--- src/rtl/fmac_pp_reduce_seq_if.sv ---
// Handshake/data bundle for the folded partial-product reducer.
// The master side is the producer/consumer pair and the slave side is the reducer.
interface fmac_pp_reduce_seq_if #(
  parameter int unsigned C_WIDTH  = 23,
  parameter int unsigned C_NUM_PP = 13
);
  logic               Valid_SI;
  logic               Ready_SO;
  logic [C_WIDTH-1:0] Pp_index_DI [C_NUM_PP];
  logic               Flush_SI;
  logic               Valid_SO;
  logic               Ready_SI;
  logic [C_WIDTH-1:0] Pp_sum_DO;
  logic [C_WIDTH-1:0] Pp_carry_DO;
  logic               MSB_cor_DO;
  logic               Busy_SO;

  modport master (
    output Valid_SI, Pp_index_DI, Flush_SI, Ready_SI,
    input  Ready_SO, Valid_SO, Pp_sum_DO, Pp_carry_DO, MSB_cor_DO, Busy_SO
  );

  modport slave (
    input  Valid_SI, Pp_index_DI, Flush_SI, Ready_SI,
    output Ready_SO, Valid_SO, Pp_sum_DO, Pp_carry_DO, MSB_cor_DO, Busy_SO
  );
endinterface

--- src/rtl/fmac_pp_reduce_seq.sv ---
// Folded Booth partial-product reducer: two chained 3:2 CSA rows consume two
// partial products per cycle and leave a carry-save (sum, carry) pair.
module fmac_pp_reduce_seq #(
  parameter int unsigned C_FMAC_MANT = 10,
  parameter int unsigned C_WIDTH     = 2*C_FMAC_MANT+3,
  parameter int unsigned C_NUM_PP    = 13
) (
  input logic                  Clk_CI,
  input logic                  Rst_RI,
  fmac_pp_reduce_seq_if.slave  bus
);

  localparam int unsigned C_STEPS = (C_NUM_PP + 1) / 2;
  localparam int unsigned C_CNT_W = $clog2(C_STEPS) + 1;

  typedef enum logic [1:0] {
    S_IDLE  = 2'd0,
    S_ACCUM = 2'd1,
    S_DONE  = 2'd2
  } state_t;

  state_t              r_state;
  logic [C_CNT_W-1:0]  r_cnt;
  logic [C_WIDTH-1:0]  r_pp [C_NUM_PP];
  logic [C_WIDTH-1:0]  r_sum;
  logic [C_WIDTH-1:0]  r_carry;
  logic                r_msb;
  logic                r_valid;

  logic [C_WIDTH-1:0]  w_pad [2*C_STEPS];
  logic [C_WIDTH-1:0]  w_pp_a, w_pp_b;
  logic [C_WIDTH-1:0]  w_cfb, w_s1, w_c1, w_c1s, w_s2, w_c2;
  logic                w_ready;
  logic                w_accept;

  assign w_ready  = (r_state == S_IDLE) | ((r_state == S_DONE) & bus.Ready_SI);
  assign w_accept = bus.Valid_SI & w_ready & ~bus.Flush_SI;

  assign bus.Ready_SO    = w_ready;
  assign bus.Valid_SO    = r_valid;
  assign bus.Pp_sum_DO   = r_sum;
  assign bus.Pp_carry_DO = r_carry;
  assign bus.MSB_cor_DO  = r_msb;
  assign bus.Busy_SO     = (r_state == S_ACCUM) | (r_state == S_DONE);

  always_comb begin
    // Odd operand counts pad the last pair with a zero partial product.
    w_pad = '{default: '0};
    for (int unsigned i = 0; i < C_NUM_PP; i++) w_pad[i] = r_pp[i];
    w_pp_a = '0;
    w_pp_b = '0;
    for (int unsigned k = 0; k < C_STEPS; k++) begin
      if (r_cnt == C_CNT_W'(k)) begin
        w_pp_a = w_pad[2*k];
        w_pp_b = w_pad[2*k+1];
      end
    end
    w_cfb = {r_carry[C_WIDTH-2:0], 1'b0};
    w_s1  = r_sum ^ w_cfb ^ w_pp_a;
    w_c1  = (r_sum & w_cfb) | (r_sum & w_pp_a) | (w_cfb & w_pp_a);
    w_c1s = {w_c1[C_WIDTH-2:0], 1'b0};
    w_s2  = w_s1 ^ w_c1s ^ w_pp_b;
    w_c2  = (w_s1 & w_c1s) | (w_s1 & w_pp_b) | (w_c1s & w_pp_b);
  end

  // Priority: flush, then accept (IDLE or DONE back-to-back), then ACCUM step, then DONE drain.
  always_ff @(posedge Clk_CI or posedge Rst_RI) begin
    if (Rst_RI) begin
      r_state <= S_IDLE;
      r_cnt   <= '0;
      r_pp    <= '{default: '0};
      r_sum   <= '0;
      r_carry <= '0;
      r_msb   <= 1'b0;
      r_valid <= 1'b0;
    end else if (bus.Flush_SI) begin
      if (r_state != S_IDLE) begin
        r_state <= S_IDLE;
        r_cnt   <= '0;
        r_sum   <= '0;
        r_carry <= '0;
        r_msb   <= 1'b0;
        r_valid <= 1'b0;
      end
    end else if (w_accept) begin
      r_state <= S_ACCUM;
      r_pp    <= bus.Pp_index_DI;
      r_cnt   <= '0;
      r_sum   <= '0;
      r_carry <= '0;
      r_msb   <= 1'b0;
      r_valid <= 1'b0;
    end else if (r_state == S_ACCUM) begin
      r_sum   <= w_s2;
      r_carry <= w_c2;
      r_msb   <= r_msb | r_carry[C_WIDTH-1] | w_c1[C_WIDTH-1];
      r_cnt   <= r_cnt + C_CNT_W'(1);
      if (r_cnt == C_CNT_W'(C_STEPS-1)) begin
        r_state <= S_DONE;
        r_valid <= 1'b1;
      end
    end else if ((r_state == S_DONE) && bus.Ready_SI) begin
      r_state <= S_IDLE;
      r_valid <= 1'b0;
    end
  end

endmodule

--- src/flat_wrapper.sv ---
// flat-port wrapper written by rule: the top's interface ports become plain ports
module fmac_pp_reduce_seq_flat 
#(
  parameter int unsigned C_FMAC_MANT = 10,
  parameter int unsigned C_WIDTH     = 2*C_FMAC_MANT+3,
  parameter int unsigned C_NUM_PP    = 13
)
  (Clk_CI, Rst_RI, bus_Valid_SI, bus_Pp_index_DI, bus_Flush_SI, bus_Ready_SI, bus_Ready_SO, bus_Valid_SO, bus_Pp_sum_DO, bus_Pp_carry_DO, bus_MSB_cor_DO, bus_Busy_SO);
  fmac_pp_reduce_seq_if #(.C_WIDTH(C_WIDTH), .C_NUM_PP(C_NUM_PP)) bus_i ();
  input logic Clk_CI;
  input logic Rst_RI;
  input wire logic [$bits(bus_i.Valid_SI)-1:0] bus_Valid_SI;
  input wire logic [$bits(bus_i.Pp_index_DI)-1:0] bus_Pp_index_DI;
  input wire logic [$bits(bus_i.Flush_SI)-1:0] bus_Flush_SI;
  input wire logic [$bits(bus_i.Ready_SI)-1:0] bus_Ready_SI;
  output wire logic [$bits(bus_i.Ready_SO)-1:0] bus_Ready_SO;
  output wire logic [$bits(bus_i.Valid_SO)-1:0] bus_Valid_SO;
  output wire logic [$bits(bus_i.Pp_sum_DO)-1:0] bus_Pp_sum_DO;
  output wire logic [$bits(bus_i.Pp_carry_DO)-1:0] bus_Pp_carry_DO;
  output wire logic [$bits(bus_i.MSB_cor_DO)-1:0] bus_MSB_cor_DO;
  output wire logic [$bits(bus_i.Busy_SO)-1:0] bus_Busy_SO;
  assign bus_i.Valid_SI = bus_Valid_SI;
  assign bus_i.Pp_index_DI = {>>{bus_Pp_index_DI}};
  assign bus_i.Flush_SI = bus_Flush_SI;
  assign bus_i.Ready_SI = bus_Ready_SI;
  assign bus_Ready_SO = bus_i.Ready_SO;
  assign bus_Valid_SO = bus_i.Valid_SO;
  assign bus_Pp_sum_DO = bus_i.Pp_sum_DO;
  assign bus_Pp_carry_DO = bus_i.Pp_carry_DO;
  assign bus_MSB_cor_DO = bus_i.MSB_cor_DO;
  assign bus_Busy_SO = bus_i.Busy_SO;
  fmac_pp_reduce_seq #(.C_FMAC_MANT(C_FMAC_MANT), .C_WIDTH(C_WIDTH), .C_NUM_PP(C_NUM_PP)) u_core (.Clk_CI(Clk_CI), .Rst_RI(Rst_RI), .bus(bus_i));
endmodule
--- config.mk ---
export PLATFORM = sky130hd
export DESIGN_NAME = fmac_pp_reduce_seq_flat
export DESIGN_NICKNAME = d
export VERILOG_FILES = /design/src/rtl/fmac_pp_reduce_seq_if.sv /design/src/rtl/fmac_pp_reduce_seq.sv /design/src/flat_wrapper.sv
export SDC_FILE = /design/constraint.sdc
export NUM_CORES = 1
export LEC_CHECK = 0
export CAP_MARGIN = 40
export CORE_MARGIN = 10
export CORE_UTILIZATION = 56
export DETAILED_ROUTE_END_ITERATION = 10
export GPL_ROUTABILITY_DRIVEN = 0
export PLACE_DENSITY = 0.82
export SLEW_MARGIN = 0
export SYNTH_ARGS = -nofsm -noshare
export SYNTH_HDL_FRONTEND = slang
export SYNTH_SLANG_ARGS = --single-unit
export TNS_END_PERCENT = 10
--- constraint.sdc ---
create_clock -name Clk_CI -period 26.7 [get_ports Clk_CI]
set_input_delay 6.675 -clock Clk_CI [delete_from_list [all_inputs] [get_ports Clk_CI]]
set_output_delay 6.675 -clock Clk_CI [all_outputs]
set_load 0.005 [all_outputs]
==> results_dict.tcl <==
set metrics [dict create \
    status "completed" \
    area_growth_pct 29.3 \
    peakVddDrop_v 0.0000626 \
    cts_tree "built" \
    period_needed_ns 14.57 \
    routedWlPerCell_um 25.8 \
    crit_path_max_fanout 5 \
    netlist-cell-type-count 45 \
    hold_start "u_core.r_pp[66]$_DFFE_PP0P_" \
    r2r_start "u_core.r_cnt[0]$_DFFE_PP0P_" \
    syn_nets 1686 \
    cts-root-buf "clkbuf_16" \
    netlist_area_um2 17100 \
    clk_latency_ns 0.53 \
    synth_area_leaders "dfrtp_1, mux2_2, fa_1" \
    power.switching_fraction_pct 37.6 \
    syn_inst 1329 \
    skew_ns 0.0235 \
    nFillCells 2013 \
    cp_slowest_cell "clkdlybuf4s50_1" \
    finalNetCount 1990 \
    die_h_um 194 \
    yosysTopAreaCellShare_pct 51.7 \
    numCtsBuffers 38 \
    pwr-share-clk_pct 20.9 \
    cp-start-kind "primary input" \
    power.switching_w 0.000978 \
    drt_iter0_markers 1010 \
    min_period_over_period_pct 54.6 \
    hold_class "reg2reg" \
    startpoint "bus_Ready_SI" \
    initial_core_util_pct 57.1 \
    r2r_setup_slack_ns 22.11 \
    wl_met3_um 3490 \
    wl_met1_um 22300 \
    cap_violations 0 \
    worst_pin_slew_ns 0.946 \
    portBuffers 353 \
    finalSetupViolations 0 \
    p_seq_share_pct 34.8 \
    synth_area_leader_cell "dfrtp_1" \
    final_antenna_net_count 0 \
    grt_pass1_wl_um 80800 \
    route.met2.wl_um 25100 \
    drv_slew 0 \
    hold_buffers 0 \
    p_leak_nw 8.99 \
    crit_type "in2out" \
    hold_viol 0 \
    overflow 0 \
    grt.total_usage_pct 27.2 \
    htree_levels 2 \
    path_cells "clkdlybuf4s50_1 -> a21o_2 -> clkdlybuf4s50_1" \
    remaining_drc_errors 0 \
    required_ns 20.02 \
    vias_per_cell 6.11 \
    p_comb_share_pct 44.3 \
    cts_setup_buffers 0 \
    cp-end-kind "output port" \
    rsz0062_at_grt "false" \
    rows 63 \
    cp_common_cell "clkdlybuf4s50_1" \
    highest-signal-layer "met5" \
    worst_slack_ns 12.13 \
    grt_pass1_vias 13229 \
    pre_cts_ws_ns 12.14 \
    die_w_um 194 \
    powerDensity_nw_per_um2 118 \
    die_area_um2 37800 \
    clk_pin_slew_ns 0.06 \
    cts_buffer_depth 3 \
    postSynthAreaPerCell_um2 12.8 \
    antenna_found_initial 18 \
    slew-limit-headroom_pct 36.9 \
    yosysSeqAreaShare_pct 51.7 \
    dp_hpwl_um 37800 \
    cp.arrival_ns 7.90 \
    max_freq_mhz 68.6 \
    ios 354 \
    drtPass1Iterations 5 \
    drive_above_1_share_pct 21.9 \
    slowest_delay_ns 0.54 \
    ys_ff_latch 352 \
    synth_warnings 0 \
    cts.sinks 352 \
    grt_max_degree 118 \
    core-area_um2 29900 \
    wl_um 53300 \
    postCtsResizedCells 0 \
    internal-power_w 0.00162 \
    num_vias 12614 \
    tns_ns 0 \
]
[layout by cell type (no fill, tap or decap), drive strengths merged, types with 16 or more instances in the layout]
| master | Yosys | routed |
|---|---|---|
| a221oi | 21 | 21 |
| o211ai | 24 | 24 |
| fa | 44 | 44 |
| a22o | 47 | 47 |
| nand2 | 32 | 32 |
| clkbuf | 42 | 57 |
| nor2 | 28 | 28 |
| clkdlybuf4s50 | 0 | 353 |
| o21ai | 93 | 93 |
| mux2 | 300 | 300 |
| a22oi | 48 | 48 |
| diode | 0 | 16 |
| a21oi | 97 | 97 |
| buf | 72 | 25 |
| dfrtp | 352 | 352 |
| o2bb2ai | 19 | 19 |
| o22ai | 20 | 20 |
| nor2b | 24 | 24 |
| and3 | 17 | 17 |
[path summary, 6_finish.rpt]
kind / endpoint / depth (start not counted)
worst max-delay path: bus_Ready_SO / 3
worst min-delay path: u_core.r_pp[66]$_DFFE_PP0P_ / 1
worst max register to register: u_core.bus.Pp_sum_DO[22]$_DFFE_PP0P_ / 11
worst min register to register: u_core.r_pp[66]$_DFFE_PP0P_ / 1
max in group asynchronous: u_core.r_pp[8]$_DFFE_PP0P_ / 4
min in group asynchronous: u_core.r_pp[270]$_DFFE_PP0P_ / 2
[per-layer routing]
metal | up-vias | global-route usage (%)
met2 | 523 | 41.7
met4 | 6 | 13.1
met3 | 105 | 5.23
li1 | 5503 | -
met5 | - | 0
met1 | 6477 | 36.5
[flip-flops by register name (all words and copies together), names as in the netlist]
register / flops
u_core.bus.Pp_carry_DO: 23
u_core.bus.Valid_SO: 1
u_core.r_state: 1
u_core.bus.Pp_sum_DO: 23
u_core.r_cnt: 4
u_core.bus.MSB_cor_DO: 1
u_core.r_pp: 299
[Yosys cell counts, drive strengths merged]
cell type    n
a221oi      21
a211o        1
a31oi        4
buf         72
a211oi       2
o22ai       20
a22oi       48
and2b        2
o32a         1
nand2b       2
mux2       300
dfrtp      352
and3        17
a221o        2
a21boi       1
a22o        47
a21o         4
or3          2
o21ba        1
nand4        1
or4          1
o2bb2ai     19
a21oi       97
ha           9
nor2        28
nand3        1
nor3         2
nor2b       24
inv         12
o21ai       93
clkbuf      42
o211ai      24
nand2       32
fa          44
o21a         1
[power groups by stage]
stage          sequential [W]  combinational, W  clock, W
4_1_cts              0.000901           0.00115  0.000548
5_1_grt              0.000931           0.00124  0.000571
6_report             0.000907           0.00115  0.000544
3_5_place_dp         0.000909           0.00114         0
2_1_floorplan        0.000868          0.000738         0
3_3_place_gp         0.000894           0.00108         0
[logic make-up (layout without fill, tap and decap cells)]
| group | Yosys count | in the layout | synth area share [%] |
|---|---|---|---|
| AND/OR/NAND/NOR | 112 | 112 | 3.34 |
| buffers and inverters | 126 | 457 | 4.60 |
| other | 0 | 16 | 0 |
| AO/OA/AOI/OAI | 386 | 386 | 14.8 |
| multiplexers | 300 | 300 | 19.8 |
| adder cells (fa/ha/maj) | 53 | 53 | 5.83 |
| flip-flops | 352 | 352 | 51.7 |
[final cells by class]
class                           instances  area [um2]  area share [%]
Clock buffer                           57        1150            5.23
Sequential cell                       352        8810            40.0
Clock inverter                         10         148           0.670
Antenna cell                           16        40.0           0.182
Timing Repair Buffer                  378        3830            17.4
Tap cell                              390         488            2.21
Multi-Input combinational cell        851        7530            34.1
Inverter                               12        52.6           0.238
[worst max-delay path, delay by kind of cell]
kind | cells | cell delay [ns]
AOI/OAI and AO/OA | 1 | 0.20
buffers and inverters | 2 | 1.02
[stage by stage]
stage | hold WS [ns] | std cells | util (%) | cell area, um2 | power, W
after floorplan | 0.449 | 1329 | - | 17100 | 0.00161
after global placement | 0.460 | 1975 | 68.7 | 20500 | 0.00197
after detailed placement | 0.467 | 1983 | 69.3 | 20700 | 0.00205
after CTS | 0.480 | 2050 | 73.7 | 22000 | 0.00260
after global routing | 0.492 | 2064 | 73.8 | 22000 | 0.00275
final | 0.475 | 2066 | 73.8 | 22000 | 0.00260
Note: power is estimated with default switching activity, not from simulation.
